==> config.mk <==
export PLATFORM = sky130hd
export DESIGN_NAME = imem_loader_flat
export DESIGN_NICKNAME = d
export VERILOG_FILES = /design/src/rtl/imem_loader_if.sv /design/src/rtl/imem_loader.sv /design/src/flat_wrapper.sv
export SDC_FILE = /design/constraint.sdc
export NUM_CORES = 1
export LEC_CHECK = 0
export BUFFER_PORTS_ARGS = -buffer_cell sky130_fd_sc_hd__buf_2
export CAP_MARGIN = 20
export CORE_MARGIN = 2
export CORE_UTILIZATION = 30
export DETAILED_ROUTE_END_ITERATION = 16
export HOLD_SLACK_MARGIN = 0.02
export PLACE_DENSITY = 0.52
export SYNTH_ARGS = -nofsm -noshare
export SYNTH_HDL_FRONTEND = slang
export SYNTH_SLANG_ARGS = --single-unit
==> constraint.sdc <==
create_clock -name clk -period 3 [get_ports clk]
set_input_delay 0.3 -clock clk [delete_from_list [all_inputs] [get_ports clk]]
set_output_delay 0.3 -clock clk [all_outputs]
set_load 0.02 [all_outputs]
==> src/rtl/imem_loader_if.sv <==
// Byte-stream handshake plus instruction-memory write port for imem_loader.
// The slave modport is the loader; the master modport is the byte source / memory side.
interface imem_loader_if #(
    parameter int AW = 16,
    parameter int DW = 32
);
    logic [7:0]    byte_in;
    logic          byte_valid;
    logic          byte_ready;
    logic [AW-1:0] mem_addr;
    logic [DW-1:0] mem_wdata;
    logic          mem_we;

    modport master (
        output byte_in, byte_valid,
        input  byte_ready, mem_addr, mem_wdata, mem_we
    );

    modport slave (
        input  byte_in, byte_valid,
        output byte_ready, mem_addr, mem_wdata, mem_we
    );
endinterface

==> src/rtl/imem_loader.sv <==
// Boot-time loader: word count, then little-endian words written to consecutive addresses.
// Optional feature macro IMEM_LOADER_CHECKSUM_EN adds an XOR trailer byte checked before DONE.
module imem_loader #(
    parameter int INST_MEMORY_ADDR_BUS_WIDTH = 16,
    parameter int INST_MEMORY_DATA_BUS_WIDTH = 32,
    parameter int BASE_ADDR                  = 0
) (
    input  logic         clk,
    input  logic         rst,
    imem_loader_if.slave bus,
    output logic         cpu_hold,
    output logic         done,
    output logic         error
);
    localparam int AW = INST_MEMORY_ADDR_BUS_WIDTH;
    localparam int DW = INST_MEMORY_DATA_BUS_WIDTH;
    // Largest word count that fits between BASE_ADDR and the top of the address space.
    localparam longint unsigned CAP_WORDS = ((64'd1 << AW) - 64'(BASE_ADDR)) / 64'd4;

    typedef enum logic [2:0] {
        S_LEN_LO,
        S_LEN_HI,
        S_DATA,
        S_WRITE,
        S_DONE,
        S_ERROR
`ifdef IMEM_LOADER_CHECKSUM_EN
        , S_CHECK
`endif
    } state_t;

`ifdef IMEM_LOADER_CHECKSUM_EN
    localparam state_t S_END = S_CHECK;
`else
    localparam state_t S_END = S_DONE;
`endif

    state_t        state_q, state_d;
    logic [15:0]   len_q;
    logic [15:0]   k_q;
    logic [1:0]    b_q;
    logic [AW-1:0] addr_q;
    logic [DW-1:0] wdata_q;
    logic          byte_ready;
    logic          xfer;
    logic [15:0]   len_full;
    logic [15:0]   k_inc;
    logic          over_cap;
`ifdef IMEM_LOADER_CHECKSUM_EN
    logic [7:0]    csum_q;
`endif

    assign xfer     = bus.byte_valid && byte_ready;
    assign len_full = {bus.byte_in, len_q[7:0]};
    assign k_inc    = k_q + 16'd1;
    assign over_cap = 64'(len_full) > CAP_WORDS;

    always_ff @(posedge clk) begin
        // NOTE: registers use non-blocking (<=) so every flop samples pre-edge values.
        if (rst) state_q <= S_LEN_LO;
        else     state_q <= state_d;
    end

    always_comb begin
        // NOTE: every output of this block gets a default first, so no latch is inferred.
        state_d    = state_q;
        byte_ready = 1'b0;
        unique case (state_q)
            S_LEN_LO: begin
                byte_ready = 1'b1;
                if (bus.byte_valid) state_d = S_LEN_HI;
            end
            S_LEN_HI: begin
                byte_ready = 1'b1;
                if (bus.byte_valid) begin
                    if (len_full == 16'd0) state_d = S_END;
                    else if (over_cap)     state_d = S_ERROR;
                    else                   state_d = S_DATA;
                end
            end
            S_DATA: begin
                byte_ready = 1'b1;
                if (bus.byte_valid && b_q == 2'd3) state_d = S_WRITE;
            end
            S_WRITE: state_d = (k_inc == len_q) ? S_END : S_DATA;
`ifdef IMEM_LOADER_CHECKSUM_EN
            S_CHECK: begin
                byte_ready = 1'b1;
                if (bus.byte_valid) state_d = (bus.byte_in == csum_q) ? S_DONE : S_ERROR;
            end
`endif
            default: state_d = state_q;
        endcase
    end

    // Datapath: length capture, lane assembly and write address/word count.
    always_ff @(posedge clk) begin
        if (rst) begin
            len_q   <= '0;
            k_q     <= '0;
            b_q     <= '0;
            addr_q  <= AW'(BASE_ADDR);
            wdata_q <= '0;
`ifdef IMEM_LOADER_CHECKSUM_EN
            csum_q  <= '0;
`endif
        end else begin
            if (xfer && state_q == S_LEN_LO) len_q[7:0] <= bus.byte_in;
            if (xfer && state_q == S_LEN_HI) begin
                len_q[15:8] <= bus.byte_in;
                k_q         <= '0;
                b_q         <= '0;
            end
            if (xfer && state_q == S_DATA) begin
                wdata_q[{b_q, 3'b000} +: 8] <= bus.byte_in;
                b_q                         <= b_q + 2'd1;
`ifdef IMEM_LOADER_CHECKSUM_EN
                csum_q                      <= csum_q ^ bus.byte_in;
`endif
            end
            if (state_q == S_WRITE) begin
                k_q    <= k_inc;
                addr_q <= addr_q + AW'(4);
            end
        end
    end

    assign bus.byte_ready = byte_ready;
    assign bus.mem_we     = (state_q == S_WRITE);
    assign bus.mem_addr   = addr_q;
    assign bus.mem_wdata  = wdata_q;
    assign cpu_hold       = (state_q != S_DONE);
    assign done           = (state_q == S_DONE);
    assign error          = (state_q == S_ERROR);
endmodule

==> src/flat_wrapper.sv <==
// flat-port wrapper written by rule: the top's interface ports become plain ports
module imem_loader_flat 
#(
    parameter int INST_MEMORY_ADDR_BUS_WIDTH = 16,
    parameter int INST_MEMORY_DATA_BUS_WIDTH = 32,
    parameter int BASE_ADDR                  = 0
)
  (clk, rst, cpu_hold, done, error, bus_byte_in, bus_byte_valid, bus_byte_ready, bus_mem_addr, bus_mem_wdata, bus_mem_we);
  imem_loader_if #(.AW(16), .DW(32)) bus_i ();
  input  logic clk;
  input  logic rst;
  output logic cpu_hold;
  output logic done;
  output logic error;
  input wire logic [$bits(bus_i.byte_in)-1:0] bus_byte_in;
  input wire logic [$bits(bus_i.byte_valid)-1:0] bus_byte_valid;
  output wire logic [$bits(bus_i.byte_ready)-1:0] bus_byte_ready;
  output wire logic [$bits(bus_i.mem_addr)-1:0] bus_mem_addr;
  output wire logic [$bits(bus_i.mem_wdata)-1:0] bus_mem_wdata;
  output wire logic [$bits(bus_i.mem_we)-1:0] bus_mem_we;
  assign bus_i.byte_in = bus_byte_in;
  assign bus_i.byte_valid = bus_byte_valid;
  assign bus_byte_ready = bus_i.byte_ready;
  assign bus_mem_addr = bus_i.mem_addr;
  assign bus_mem_wdata = bus_i.mem_wdata;
  assign bus_mem_we = bus_i.mem_we;
  imem_loader #(.INST_MEMORY_ADDR_BUS_WIDTH(INST_MEMORY_ADDR_BUS_WIDTH), .INST_MEMORY_DATA_BUS_WIDTH(INST_MEMORY_DATA_BUS_WIDTH), .BASE_ADDR(BASE_ADDR)) u_core (.clk(clk), .rst(rst), .bus(bus_i), .cpu_hold(cpu_hold), .done(done), .error(error));
endmodule
==> results of run 1 <==
-- kinds of logic (layout without fill, tap and decap cells) --
kind of cell,after synthesis,in the layout
flops,83,83
mux,2,2
compound gates,104,104
xor+xnor,34,34
simple gates,244,244
other cells,1,2
fa+ha+maj,7,7
buf+inv,40,85
-- worst max-delay path: stages, from the launching register on --
cell and delay [ns]:
dfxtp_1 0.47, and2b_1 0.24, nand2_2 0.24, inv_1 0.18, buf_4 0.27, buf_2 0.21
-- through the flow --
stage / std cells / util (%)
after floorplan: 516 / -
after global placement: 721 / 33.7
after detailed placement: 721 / 33.7
after CTS: 737 / 36.4
after global routing: 737 / 36.4
final: 737 / 36.4
-- cells in the final DEF (no fill, tap or decap), types with 6 or more instances in the layout --
cell type / Yosys / routed
nor3_1: 17 / 17
and4_1: 6 / 6
xor2_1: 15 / 15
nor2_1: 38 / 38
and2_1: 6 / 6
ha_1: 7 / 7
nand2_1: 92 / 92
a21oi_1: 69 / 69
nor4_1: 6 / 6
nand3_1: 37 / 37
dfxtp_1: 83 / 83
and3_1: 6 / 6
xnor2_1: 19 / 19
nand4_1: 7 / 7
clkbuf_16: 0 / 9
buf_2: 14 / 61
o21ai_0: 11 / 11
-- flip-flops by register name, summed over array words and instances, names as in the netlist --
register	flops
u_core.state_q	3
u_core.len_q	16
u_core.bus.mem_addr	14
u_core.k_q	16
u_core.bus.mem_wdata	32
u_core.b_q	2
-- routing by layer --
metal	vias up	GRT usage [%]	routed length [um]
met3	21	5.42	664
met2	112	26.0	5130
met1	1765	19.1	4960
li1	1866	-	-
met5	-	0	0
met4	0	6.10	303
-- layout make-up --
cell class	instances	area, um2
fill	1400	8460
clock inverter	6	116
clock buffer	10	239
sequential	83	1660
multi-input combinational	393	2250
tap	176	220
inverter	4	15.0
timing repair buffer	65	335
-- power by group through the flow --
stage / clock [mW] / combinational [mW] / sequential, mW
after floorplan: 0 / 0.114 / 1.15
after global placement: 0 / 0.157 / 1.16
after detailed placement: 0 / 0.161 / 1.16
after CTS: 1.36 / 0.161 / 1.14
after global routing: 1.41 / 0.177 / 1.14
final: 1.32 / 0.159 / 1.14
-- final timing paths --
path	slack, ns	from	cells after the start	endpoint
worst min-delay path	0.28	bus_byte_in[5]	3	u_core.len_q[13]$_SDFFE_PP0P_
worst max-delay path	0.73	u_core.state_q[0]$_SDFFE_PP0P_	5	bus_mem_we
worst max register to register	0.82	u_core.k_q[0]$_SDFFE_PP0P_	7	u_core.state_q[1]$_SDFFE_PP0P_
worst min register to register	0.45	u_core.bus.mem_wdata[11]$_SDFFE_PP0P_	2	u_core.bus.mem_wdata[11]$_SDFFE_PP0P_
==> results.tsv, run 1 <==
metric	value	unit
status	complete, no violations	
p_per_area	542	mW/mm2
drt_wl_total	11100	um
drive_gt1_share	16.4	%
gp_congestion	0.852	
hold_violations	0	
design_area	0.00484	mm2
synth-compound-area-share	14.4	%
synth-simple-area-share	30.4	%
cts_tree	done	
synthAdderAreaFrac	2.14	%
synth_mux_area_share	0.489	%
hold_buffers	0	
drt_iter0_drc	198	
ys_top_cells_by_area	dfxtp_1, a21oi_1, nand2_1	
synth-seq-cells	83	
clock-skew-final	0.00780	ns
arrival	1.97	ns
seq_area_frac_synth	40.6	%
cts.clk_slew.worst_paths	0.07	ns
fp-row-count	42	
yosysMostFrequentCell	nand2_1	
rsz0062_at_grt	false	
syn-cell-area	0.00409	mm2
cts_max_level	3	
setup_slack	0.735	ns
grt-ovfl-total	0	
area_growth	18.2	%
synth_edf_count	0	
ys_top_cells_by_count	nand2_1, dfxtp_1, a21oi_1	
vias_per_cell	5.11	
p_leak	1.85	nW
die_w	121	um
grt_max_degree	35	
cts_buffers	9	
io_buffer_count	61	
switching_power	0.608	mW
ir_drop	0.423	mV
drcViolationCount	0	
synthXorXnorAreaFrac	7.28	%
period_share	75.5	%
power.total	2.62	mW
grt_pass1_wl	18100	um
syn_inst	515	
ys_types	52	
holdWs	0.284	ns
grt_pass1_vias	3609	
core-area	0.0133	mm2
dr.pass1.iters	4	
cp-start-kind	register	
pre_cts_ws	0.838	ns
slew_violations	0	
yosysTopAreaCell	dfxtp_1	
tightest_slew	0.944	ns
cts-root-buf	clkbuf_16	
wire_per_inst	15.0	um
fp.dieH	121	um
setup_tns	0	ns
drv_cap	0	
ctsResizeCount	0	
grt_use_total	15.8	%
clk_latency	0.35	ns
fmax	441	MHz
yosys_warnings	0	
power_frac_seq	43.4	%
synth_top_area_share	40.6	%
place_hpwl	7610	um
hold_path.class	input port to register	
worst_setup_path_end_kind	primary output	
clockBufferDepth	2	
vias	3764	
critical_path_class	register to primary output	
setup_viol_count_final	0	
syn_avg_cell_area	7.95	um2
cp_max_fo	19	
switching_share	23.2	%
relSlewSlack	36.6	%
io_pins	64	
antenna_found_initial	0	
ys.flop_type	dfxtp_1	
cts_sinks	83	
combPwrFrac	6.1	%
initial_core_util	30.8	%
crit_required	2.70	ns
dpl-instance-area	0.00448	mm2
p_clk_share	50.5	%
diodes	0	
async_flop_share	0	%
p_int	2.01	mW
synth_top_family_by_area	simple AND/OR/NAND/NOR gates	
die_area	0.0146	mm2
fin_nets	574	
finalWorstPathRequiredPeriod	2.27	ns
post_cts.repair.setup_buffers	0	
ant_nets	0	
Note: power is estimated with default switching activity, not from simulation.
==> inputs of run 2 (changes only) <==
Settings changed: PLACE_DENSITY 0.52 to 0.53.
Clock period 3 ns to 1.9 ns, I/O delays scaled along.
==> results.tsv, run 2 (synthesized netlist as in run 1, its figures left out) <==
metric	value	unit
io_pins	64	
status	complete, no violations	
min_to	u_core.len_q[6]$_SDFFE_PP0P_	
dr.pass1.iters	4	
die_area	0.0146	mm2
worst-path-buf-inv	0	
arrival	2.06	ns
relSlewSlack	58.6	%
critical_path_class	register to register	
grt_use_total	17.1	%
vias	3939	
hold_violations	0	
clk_latency	0.34	ns
cp-start-kind	register	
rsz0062_at_grt	true	
fmax	560	MHz
die_w	121	um
cts_sinks	83	
cts_buffers	9	
initial_core_util	30.8	%
crit_required	2.17	ns
holdWs	0.196	ns
hp-start	bus_byte_in[6]	
cp_max_fo	2	
final_common_cell	nand2_1	
drt_iter0_drc	197	
grt_pass1_wl	19600	um
drv_cap	0	
r2r_cells	6	
drive_gt1_share	24.7	%
setup_slack	0.113	ns
gp_congestion	0.902	
reg2reg_slack	0.11	ns
pre_cts_ws	-0.0402	ns
setup_viol_count_final	0	
grt-ovfl-total	0	
cts_max_level	3	
crit_chain	ha_2 -> xnor2_1 -> o2111ai_2 -> a2111oi_4 -> nand4_1 -> a21oi_1	
clock-skew-final	0.00485	ns
p_per_area	752	mW/mm2
fillers	1368	
utilization	38.8	%
vias_per_cell	5.08	
worst_setup_path_end_kind	register	
antenna_found_initial	0	
cts_tree	done	
fp.dieH	121	um
layout_common_cells	nand2_1, dfxtp_1, a21oi_1	
reg2reg_from	u_core.k_q[1]$_SDFFE_PP0P_	
p_leak	2.05	nW
drcViolationCount	0	
hold_depth	3	
io_buffer_count	61	
cts-root-buf	clkbuf_16	
fp-row-count	42	
critPathMaxStageDelay	0.39	ns
rr_endpoint	u_core.state_q[2]$_SDFFE_PP0P_	
grt_max_degree	30	
diodes	0	
tightest_slew	0.622	ns
wire_per_inst	15.3	um
clockBufferDepth	2	
ant_nets	0	
hold_path.class	input port to register	
instances_no_fill	776	
ir_drop	0.627	mV
slew_violations	0	
finalWorstPathRequiredPeriod	1.79	ns
core-area	0.0133	mm2
hold_buffers	0	
place_inst	761	
fin_nets	614	
largest_reg_flops	32	
drt_wl_total	11900	um
grt_pass1_vias	3842	
cp_top_family	compound AO/OA/AOI/OAI gates	
period_share	94.0	%
crit_slowest_cell	a2111oi_4	
area_growth	26.2	%
cts.clk_slew.worst_paths	0.06	ns
place_hpwl	8610	um
[run 2: cell count changes in the layout (fill, tap and decap cells not counted), sizes merged]
cell | previous run | this run
buf | 65 | 105
clkinv | 0 | 2
bufinv | 3 | 1
inv | 7 | 6
[run 2: worst min-delay path, cell delays in order]
cell,delay (ns)
buf_2,0.17
nand2_1,0.08
a21oi_1,0.05
[run 2: layout make-up]
type                    instances  area, um2  area share, %
well taps                     176        220           4.26
repair buffers                105        664           12.9
multi-input cells             393       2290           44.4
inverters                       4       15.0          0.291
clock buffers                  10        239           4.63
clock inverters                 5       61.3           1.19
flip-flops and latches         83       1670           32.3
[run 2: how the worst max path moves through the flow]
| stage | endpoint | slack, ns | startpoint | cells past startpoint |
|---|---|---|---|---|
| after floorplan | u_core.state_q[1]$_SDFFE_PP0P_ | 0.05 | u_core.k_q[1]$_SDFFE_PP0P_ | 8 |
| after global placement | u_core.state_q[1]$_SDFFE_PP0P_ | 0.01 | u_core.k_q[1]$_SDFFE_PP0P_ | 7 |
| after detailed placement | u_core.state_q[1]$_SDFFE_PP0P_ | -0.04 | u_core.k_q[7]$_SDFFE_PP0P_ | 6 |
| after CTS | u_core.state_q[1]$_SDFFE_PP0P_ | 0.008 | u_core.k_q[2]$_SDFFE_PP0P_ | 6 |
| after global routing | u_core.state_q[1]$_SDFFE_PP0P_ | -0.01 | u_core.k_q[1]$_SDFFE_PP0P_ | 7 |
| final | u_core.state_q[2]$_SDFFE_PP0P_ | 0.11 | u_core.k_q[1]$_SDFFE_PP0P_ | 6 |
[run 2: report_power, final]
part	internal [mW]	switching, mW
Combinational	0.117	0.189
Sequential	1.77	0.0290
Clock	1.06	0.726
Total	2.94	0.944
[run 2: metrics by stage]
stage	power [mW]	TNS [ns]	instance area, um2
after detailed placement	2.13	-0.0584	4810
final	3.88	0	5160
after CTS	3.94	0	5130
after floorplan	2.00	0	4100
after global placement	2.13	0	4810
after global routing	4.04	-0.0102	5160
[run 2: timing repair]
| item | CTS | global route |
|---|---|---|
| pin swaps | 1 | 2 |
| gates cloned | 0 | 0 |
| resized for setup | 5 | 13 |
| endpoints found under the setup margin | 2 | 8 |
| setup buffers | 0 | 0 |
[run 2: routing by layer]
layer / up-vias / GRT usage, % / wire (um) / part of all wire, %
met5: - / 0 / 0 / 0
met4: 0 / 5.67 / 182 / 1.5
met3: 14 / 5.61 / 663 / 5.6
met2: 114 / 28.2 / 5660 / 48
met1: 1856 / 21.0 / 5380 / 45
li1: 1955 / - / - / -
